`src/rtl/ezusb_lsi2_pkg.sv`:
```
// Shared types for the second-generation EZ-USB low-speed link.
// Latency: n/a (types and constant functions only).
// Backpressure: n/a.
package ezusb_lsi2_pkg;

   typedef enum logic [1:0] {
      SHIFT_IN  = 2'd0,
      WAIT_DATA = 2'd1,
      SHIFT_OUT = 2'd2
   } state_e;

   // Bit counter width. Two values of headroom above the frame length make
   // sure a saturated (overlong) count can never equal the legal length.
   function automatic int cnt_width(input int frame_bits);
      return $clog2(frame_bits + 2);
   endfunction

endpackage

```
`src/rtl/ezusb_lsi2_sync.sv`:
```
// Synchroniser and edge detector for data_clk, plus synchronised mosi and stop.
// Latency: edge_o rises SYNC_STAGES+1 clk cycles after a data_clk level change.
// Backpressure: none; one edge_o pulse per data_clk level change.
//
// Ports: clk_i, rst_ni (async active-low), data_clk_i/mosi_i/stop_i raw pins,
//        edge_o one-cycle edge pulse, mosi_o/stop_o synchronised levels.
module ezusb_lsi2_sync #(
   parameter int SYNC_STAGES = 3
) (
   input  logic clk_i,
   input  logic rst_ni,
   input  logic data_clk_i,
   input  logic mosi_i,
   input  logic stop_i,
   output logic edge_o,
   output logic mosi_o,
   output logic stop_o
);

   logic [SYNC_STAGES-1:0] dclk_q;
   logic [SYNC_STAGES-1:0] mosi_q;
   logic [SYNC_STAGES-1:0] stop_q;
   logic                   dclk_prev_q;
   logic                   level_q;

   always_ff @(posedge clk_i or negedge rst_ni) begin
      if (!rst_ni) begin
         dclk_q      <= '0;
         mosi_q      <= '0;
         stop_q      <= '0;
         dclk_prev_q <= 1'b0;
         level_q     <= 1'b0;
      end else begin
         dclk_q      <= {dclk_q[SYNC_STAGES-2:0], data_clk_i};
         mosi_q      <= {mosi_q[SYNC_STAGES-2:0], mosi_i};
         stop_q      <= {stop_q[SYNC_STAGES-2:0], stop_i};
         dclk_prev_q <= dclk_q[SYNC_STAGES-1];
         if (edge_o) begin
            level_q <= dclk_prev_q;
         end
      end
   end

   // Two agreeing newest samples that differ from the stored level; the
   // level update on the same cycle makes this a single-cycle pulse.
   assign edge_o = (dclk_q[SYNC_STAGES-1] == dclk_prev_q) && (dclk_prev_q != level_q);
   assign mosi_o = mosi_q[SYNC_STAGES-1];
   assign stop_o = stop_q[SYNC_STAGES-1];

endmodule

```
`src/rtl/ezusb_lsi2.sv`:
```
// SRAM-like register port over the three-wire EZ-USB link (data_clk/mosi/stop, LSB first).
// Latency: edge seen SYNC_STAGES+1 cycles after a pin toggle; strobes/out_req one cycle later.
// Backpressure: out_req held until out_ready; host may abort by dropping stop.
//
// Ports: clk, reset_n (async active-low), reset (sync reset for user logic),
//        data_clk/mosi/stop/miso link pins, in_addr/in_data/in_strobe/in_valid/frame_err
//        write side, out_addr/out_req/out_data/out_ready read-back side.
// Optional: define EZUSB_LSI2_PARITY_EN to add an even-parity bit to both directions.
module ezusb_lsi2
   import ezusb_lsi2_pkg::*;
#(
   parameter int ADDR_WIDTH  = 8,
   parameter int DATA_WIDTH  = 32,
   parameter int SYNC_STAGES = 3
) (
   input  logic                  clk,
   input  logic                  reset_n,
   output logic                  reset,
   input  logic                  data_clk,
   input  logic                  mosi,
   output logic                  miso,
   input  logic                  stop,
   output logic [ADDR_WIDTH-1:0] in_addr,
   output logic [DATA_WIDTH-1:0] in_data,
   output logic                  in_strobe,
   output logic                  in_valid,
   output logic                  frame_err,
   output logic [ADDR_WIDTH-1:0] out_addr,
   output logic                  out_req,
   input  logic [DATA_WIDTH-1:0] out_data,
   input  logic                  out_ready
);

`ifdef EZUSB_LSI2_PARITY_EN
   localparam int PAR = 1;
`else
   localparam int PAR = 0;
`endif
   localparam int FRAME = ADDR_WIDTH + DATA_WIDTH + PAR;
   localparam int WR_W  = DATA_WIDTH + PAR;
   localparam int CNT_W = cnt_width(FRAME);

   // Reset for user logic: asserted with reset_n, released on the second edge.
   logic [1:0] rst_sync_q;

   always_ff @(posedge clk or negedge reset_n) begin
      if (!reset_n) begin
         rst_sync_q <= 2'b11;
      end else begin
         rst_sync_q <= {rst_sync_q[0], 1'b0};
      end
   end

   assign reset = rst_sync_q[1];

   logic edge_s, mosi_s, stop_s;

   ezusb_lsi2_sync #(
      .SYNC_STAGES (SYNC_STAGES)
   ) u_sync (
      .clk_i      (clk),
      .rst_ni     (reset_n),
      .data_clk_i (data_clk),
      .mosi_i     (mosi),
      .stop_i     (stop),
      .edge_o     (edge_s),
      .mosi_o     (mosi_s),
      .stop_o     (stop_s)
   );

   state_e                  state_q;
   logic [FRAME-1:0]        read_reg_q;
   logic [WR_W-1:0]         write_reg_q;
   logic [CNT_W-1:0]        bit_cnt_q;
   logic [ADDR_WIDTH-1:0]   in_addr_q, out_addr_q;
   logic [DATA_WIDTH-1:0]   in_data_q;
   logic                    in_strobe_q, in_valid_q, frame_err_q, out_req_q;
   logic                    stop_prev_q;

   logic                    par_ok;
   logic [WR_W-1:0]         wr_load;
`ifdef EZUSB_LSI2_PARITY_EN
   assign par_ok  = ~(^read_reg_q);
   assign wr_load = {^out_data, out_data};
`else
   assign par_ok  = 1'b1;
   assign wr_load = out_data;
`endif

   // A stop fall coinciding with a data edge wins: that edge carries no bit.
   logic stop_fall, shift_edge, frame_ok;
   assign stop_fall  = stop_prev_q & ~stop_s;
   assign shift_edge = edge_s & ~stop_fall;
   assign frame_ok   = (bit_cnt_q == CNT_W'(FRAME)) && par_ok;

   always_ff @(posedge clk or negedge reset_n) begin
      if (!reset_n) begin
         state_q     <= SHIFT_IN;
         read_reg_q  <= '0;
         write_reg_q <= '0;
         bit_cnt_q   <= '0;
         in_addr_q   <= '0;
         in_data_q   <= '0;
         out_addr_q  <= '0;
         in_strobe_q <= 1'b0;
         in_valid_q  <= 1'b0;
         frame_err_q <= 1'b0;
         out_req_q   <= 1'b0;
         stop_prev_q <= 1'b0;
      end else begin
         in_strobe_q <= 1'b0;
         frame_err_q <= 1'b0;
         stop_prev_q <= stop_s;
         case (state_q)
            SHIFT_IN: begin
               if (shift_edge) begin
                  if (!stop_s) begin
                     read_reg_q <= {mosi_s, read_reg_q[FRAME-1:1]};
                     if (bit_cnt_q != '1) begin
                        bit_cnt_q <= bit_cnt_q + CNT_W'(1);
                     end
                  end else if (!mosi_s) begin
                     bit_cnt_q <= '0;
                     if (frame_ok) begin
                        // The parity bit, when present, sits above the address.
                        in_addr_q   <= read_reg_q[ADDR_WIDTH+DATA_WIDTH-1 -: ADDR_WIDTH];
                        in_data_q   <= read_reg_q[DATA_WIDTH-1:0];
                        in_strobe_q <= 1'b1;
                        in_valid_q  <= 1'b1;
                     end else begin
                        frame_err_q <= 1'b1;
                     end
                  end else begin
                     // Read request: only the address bits were shifted in,
                     // so they occupy the top of the register.
                     bit_cnt_q  <= '0;
                     out_addr_q <= read_reg_q[FRAME-1 -: ADDR_WIDTH];
                     out_req_q  <= 1'b1;
                     state_q    <= WAIT_DATA;
                  end
               end
            end
            WAIT_DATA: begin
               if (!stop_s) begin
                  out_req_q <= 1'b0;
                  state_q   <= SHIFT_IN;
               end else if (out_ready) begin
                  write_reg_q <= wr_load;
                  out_req_q   <= 1'b0;
                  state_q     <= SHIFT_OUT;
               end
            end
            SHIFT_OUT: begin
               if (!stop_s) begin
                  state_q <= SHIFT_IN;
               end else if (edge_s) begin
                  write_reg_q <= {1'b0, write_reg_q[WR_W-1:1]};
               end
            end
            default: state_q <= SHIFT_IN;
         endcase
      end
   end

   assign miso      = write_reg_q[0];
   assign in_addr   = in_addr_q;
   assign in_data   = in_data_q;
   assign in_strobe = in_strobe_q;
   assign in_valid  = in_valid_q;
   assign frame_err = frame_err_q;
   assign out_addr  = out_addr_q;
   assign out_req   = out_req_q;

endmodule

```
`config.mk`:
```
export PLATFORM = sky130hd
export DESIGN_NAME = ezusb_lsi2
export DESIGN_NICKNAME = d
export VERILOG_FILES = /design/src/rtl/ezusb_lsi2_pkg.sv /design/src/rtl/ezusb_lsi2_sync.sv /design/src/rtl/ezusb_lsi2.sv
export SDC_FILE = /design/constraint.sdc
export NUM_CORES = 1
export LEC_CHECK = 0
export BUFFER_PORTS_ARGS = -buffer_cell sky130_fd_sc_hd__buf_2
export CORE_ASPECT_RATIO = 1.5
export CORE_UTILIZATION = 57
export DETAILED_ROUTE_END_ITERATION = 12
export PLACE_DENSITY = 0.84
export SLEW_MARGIN = 20
export SYNTH_ARGS = -nofsm -noshare
export SYNTH_HDL_FRONTEND = slang
export SYNTH_SLANG_ARGS = --single-unit
```
`constraint.sdc`:
```
create_clock -name clk -period 3 [get_ports clk]
set_input_delay 0.45 -clock clk [delete_from_list [all_inputs] [get_ports clk]]
set_output_delay 0.45 -clock clk [all_outputs]
set_load 0.01 [all_outputs]
```
# == Yosys cells after proc, flatten, opt, wreduce, memory -nomap -nowiden ==
# Index checks and enable logic that the tools add are counted.
# word_totals
reg_bits,146
input_bits,38
elab_cells,81
# classes
add_sub_neg,1
eq_ne,15
muxes,30
n_bitwise,5
reduce_logical,12
# op_table
operator,count
2-to-1 mux 32 bit,4
one-hot mux 32 bit (2 select lines),1
AND reduction 5 bit,4
2-to-1 mux 1 bit,15
2-to-1 mux 2 bit,6
2-to-1 mux 6 bit,2
!= test 2 x 1 -> 1 bit (second input constant),4
!= test 2 bit (second input constant),4
adder 6 x 1 -> 6 bit (second input constant),1
equality test 6 bit (second input constant),1
!= test 6 bit (second input constant),1
one-hot mux 2 bit (3 select lines),1
AND reduction 3 bit,2
nonzero test 2 bit,3
AND reduction 4 bit,1
!= test 3 bit (second input constant),1
inverter 1 bit,3
bitwise AND 1 bit,2
equality test 2 x 1 -> 1 bit (second input constant),1
equality test 2 bit (second input constant),1
zero test 2 bit,1
one-hot mux 1 bit (2 select lines),1
equality test 1 bit,1
logical AND 1 bit,1
!= test 1 bit,1

# == Depth between registers and ports, before layout ==
# depth
depth_word,6
mapped_depth,7
ltp_nobuf,5

# == Hierarchy ==
# A second synthesis with hierarchy kept.
# unflattened
cells_unflattened,377
area_unflattened_um2,6110.9
# by_module_without_submodules
mod,instances,cells_per_inst,area_per_inst_um2,seq_area_each_um2
ezusb_lsi2,1,362,5808.1,3380.7
ezusb_lsi2_sync,1,15,302.8,275.3

# == Worst setup path after synthesis ==
# OpenSTA, ideal clock, no wires.
# synth_path
path_kind,reg2reg
start,register u_sync.dclk_prev_q
end,"register in_addr_q[7], in the netlist in_addr[7]"
setup_time_ps,125
arrival_time_ps,1762
required_time_ps,2875
slack_ps,1112
stages_incl_launch_ff,7
n_path_buf,2
period_less_slack_ps,1888
path_cell_list,dfrtp_1 nor3b_4 o211ai_4 or3_1 buf_6 buf_12 mux2_4
# synth_between
elab_chain_len,4
elab_cells_between_ends,5
cone_classes,eq/ne: 2; bitwise: 1; reduce/logical: 2
# synth_lines
element,line_no,rtl
"start, declared",ezusb_lsi2_sync.sv:23,logic dclk_prev_q;
"start signal, assigned",ezusb_lsi2_sync.sv:37,dclk_prev_q <= dclk_q[SYNC_STAGES-1];
equality test 1 bit / != test 1 bit (equally long branches),ezusb_lsi2_sync.sv:46,assign edge_o = (dclk_q[SYNC_STAGES-1] == dclk_prev_q) && (dclk_prev_q != level_q);
logical AND 1 bit (*),ezusb_lsi2_sync.sv:46,
bitwise AND 1 bit (*),ezusb_lsi2.sv:93,assign shift_edge = edge_s & ~stop_fall;
AND reduction 5 bit (no source line) (*),-,
"end signal, assigned",ezusb_lsi2.sv:126,in_addr_q <= read_reg_q[ADDR_WIDTH+DATA_WIDTH-1 -: ADDR_WIDTH];
"end, declared",ezusb_lsi2.sv:75,"logic [ADDR_WIDTH-1:0] in_addr_q, out_addr_q;"
# Every way passes the cells marked *; elsewhere a longest branch is shown, timed or not.
# A chain may end at the register's enable or synchronous reset.

# == Worst setup path after layout ==
# layout_path
start,register state_q[0]
end,register read_reg_q[7]
# layout_between
elab_chain_len,2
# layout_lines
element,line_no,rtl
"start, declared",ezusb_lsi2.sv:71,state_e state_q;
"start signal, assigned",ezusb_lsi2.sv:98,state_q <= SHIFT_IN;
"start signal, assigned",ezusb_lsi2.sv:139,state_q <= WAIT_DATA;
"start signal, assigned",ezusb_lsi2.sv:146,state_q <= SHIFT_IN;
zero test 2 bit,ezusb_lsi2.sv:114,case (state_q)
AND reduction 3 bit (no source line),-,
"end signal, assigned",ezusb_lsi2.sv:118,"read_reg_q <= {mosi_s, read_reg_q[FRAME-1:1]};"
"end, declared",ezusb_lsi2.sv:72,logic [FRAME-1:0] read_reg_q;
# No other way between the ends.

==> impl_metrics.csv <==
group,metric,value,unit
critical_path,ff2ff_setup_slack,0.58,ns
drt,drc,7,
drt,ant_nets,0,
run_status,outcome,"finished with violations",
sta,setup_viol,0,
sta,fin_crit_sh,80.7,%
logic_synthesis,yosysUniqueCellTypes,42,
logic_synthesis,syn-num-nets,423,
grt,grt_start_max_net_pins,97,
sta,setup_ws,0.578,ns
logic_synthesis,ys_async_sr_fraction,100,%
sta,finalHoldViolCount,0,
clock_tree,cts_htree_levels,4,
grt,antenna_found_initial,0,
floorplanning,start_util,58.2,%
pwr,intPower,4.04,mW
floorplanning,io_pins,92,
critical_path,path_max_fanout,28,
layout,layout-drive-gt1-share,46.4,%
floorplanning,coreArea,0.0101,sq mm
hold_path,hp-class,"input pin to async pin",
layout,antennaDiodeCount,0,
clock_tree,clk_path_buf_depth,2,
critical_path,cp-start-kind,"register",
logic_synthesis,syn_area_per_cell,15.3,sq um
critical_path,worstPathRequired,3.29,ns
grt,grt_pass1_vias,3767,
clock_tree,cts_tree,"yes",
floorplanning,die_y,126,um
layout,multi_input_area,0.00202,sq mm
pwr,clkPwrFrac,41.7,%
clock_tree,cts.sinks,146,
sta,relSlewSlack,35.9,%
critical_path,path_class,"register to register",
flow_run,cap_violations,0,
placed_design,pre_cts_ws,0.600,ns
sta,worstMarginPinSlew,0.962,ns
pwr,irDropWorstVdd,494,uV
floorplanning,rows,45,
drt,vias,3560,
critical_path,critPathArrivalTime,2.71,ns
sta,fmax,0.413,GHz
run_status,violations,"DRC",
sta,rsz0062_at_grt,"no",
pwr,switching_share,23.1,%
logic_synthesis,synth_top_cell_area_share,61.4,%
floorplanning,fp.dieW,84.8,um
logic_synthesis,yosys_register_bits,146,
layout,final_cell_mix,"dfrtp_1 (144), buf_2 (90), mux2_2 (49), mux2_4 (39), a2bb2oi_1 (32)",
logic_synthesis,synth_edf_count,0,
sta,fin_crit,2.42,ns
drt,vias_per_cell,5.87,
logic_synthesis,ys.flop_type,"dfrtp_1",
logic_synthesis,yosysWarnings,0,
layout,nFillCells,673,
logic_synthesis,syn_area,0.00586,sq mm
placed_design,hpwl,6960,um
layout,synthToLayoutAreaGrowth,19.4,%
clock_tree,hold_buffers,0,
drt,first_pass_iters,13,
pwr,p_leak,3.60,nW
sta,finClkSkew,0.0110,ns
clock_tree,path_clk_slew,0.06,ns
logic_synthesis,synth-seq-area-share,62.3,%
grt,grt_pass1_wl,18400,um
clock_tree,cts_setup_buffers,0,
logic_synthesis,yosys.area.top_type,"dfrtp_1",
placed_design,dp.cells,574,
grt,grt_use_total,22.5,%
clock_tree,post_cts_resized,0,
drt,drtIter0Drc,191,
grt,overflow,0,
pwr,switchingPower,1.21,mW
sta,setup_tns,0,ns
drt,wl_per_cell,18.2,um
placed_design,io_buffer_count,91,
layout,final-seq-area,0.00366,sq mm
placed_design,gp_congestion,0.749,
layout,layout_commonest_cell,"dfrtp_1",
pwr,seqPwrFrac,47.5,%
sta,drv_slew,0,
floorplanning,dieArea,0.0107,sq mm
critical_path,cp-end-kind,"register",
layout,fin_nets,516,
clock_tree,clock_latency,0.41,ns
logic_synthesis,synthTopCellsByArea,"dfrtp_1 (61%), mux2_4 (10%), mux2_2 (9.4%)",
layout,final_cells,606,
pwr,p_per_area,750,mW/mm^2
clock_tree,cts_made_buffers,17,
drt,wirelength,11100,um
clock_tree,clockRootBuffer,"clkbuf_16",
logic_synthesis,syn-instance-count,383,
pwr,power_frac_comb,10.8,%
## kinds of logic after synthesis
kind of cell               Yosys count  share of synthesized area (%)
DFF                                146                           62.3
muxes                               89                           19.6
AOI/OAI and AO/OA                   80                           10.6
and+or+nand+nor                     33                           3.29
buffers and inverters               31                           3.54
adders and majority gates            3                          0.597
other                                1                         0.0639
## synthesized netlist by cell type, types with 2 or more instances
master / number
o21ai_0: 3
inv_1: 6
buf_2: 9
o311ai_0: 2
dfrtp_1: 144
a2bb2oi_1: 32
nor2b_1: 2
nand2b_1: 3
nor2_1: 7
buf_12: 4
ha_1: 2
mux2_4: 39
dfstp_2: 2
o41ai_1: 2
buf_6: 2
nor3b_1: 2
a21oi_1: 2
clkbuf_1: 10
nand2_1: 3
o22ai_1: 31
nand3_1: 4
or3_1: 2
nor3_1: 3
mux2_2: 49
## stage by stage
step | instance area (sq um) | power [mW] | utilization, % | hold WS (ns)
floorplan | 5860 | 2.85 | - | 0.154
global placement | 6380 | 3.03 | 63.3 | 0.334
detailed placement | 6380 | 3.09 | 63.3 | 0.335
CTS | 7000 | 5.30 | 69.5 | 0.130
global route | 7000 | 5.46 | 69.5 | 0.141
finish | 7000 | 5.25 | 69.5 | 0.112
## critical path, cell delays in order (launching register included)
cell,delay [ns]
dfrtp_1,0.44
nor2_1,0.34
o221ai_1,0.52
nor2_4,0.22
buf_4,0.36
mux2_2,0.40
## layout make-up
cell class | count | area share, %
inverter | 6 | 0.322
clock buffer | 22 | 6.63
timing repair buffer | 99 | 7.63
multi-input combinational | 206 | 28.8
tap | 117 | 2.09
clock inverter | 10 | 2.27
sequential | 146 | 52.2
## final timing paths
kind	start	to	cells after the start
hold reg to reg	u_sync.dclk_q[1]	u_sync.dclk_q[2]	0
setup / recovery	state_q[0]	read_reg_q[7]	5
max in group asynchronous	reset_n	in_strobe	2
hold / removal	reset_n	in_data[18]	1
min in group clk	stop	u_sync.stop_q[0]	1
setup reg to reg	state_q[0]	read_reg_q[7]	5
## power groups by stage
stage / clock (mW) / sequential (mW) / combinational, mW
2_1_floorplan: 0 / 2.48 / 0.373
3_3_place_gp: 0 / 2.50 / 0.533
3_5_place_dp: 0 / 2.52 / 0.566
4_1_cts: 2.22 / 2.49 / 0.581
5_1_grt: 2.30 / 2.54 / 0.624
6_report: 2.19 / 2.50 / 0.568
## state kept, by name (all words and copies together), names as in the netlist, 2 cells and up
signal         cells
bit_cnt_q          6
in_addr            8
in_data           32
out_addr           8
read_reg_q        40
rst_sync_q         2
state_q            2
u_sync.dclk_q      3
u_sync.mosi_q      3
u_sync.stop_q      3
write_reg_q       32
## layer usage
metal | part of all wire [%] | global-route usage [%]
met1 | 41 | 27.2
met2 | 52 | 38.3
met5 | 0 | 0
met4 | 2.5 | 11.5
met3 | 4.4 | 4.46
No activity file was read; power rests on OpenSTA's default activity.
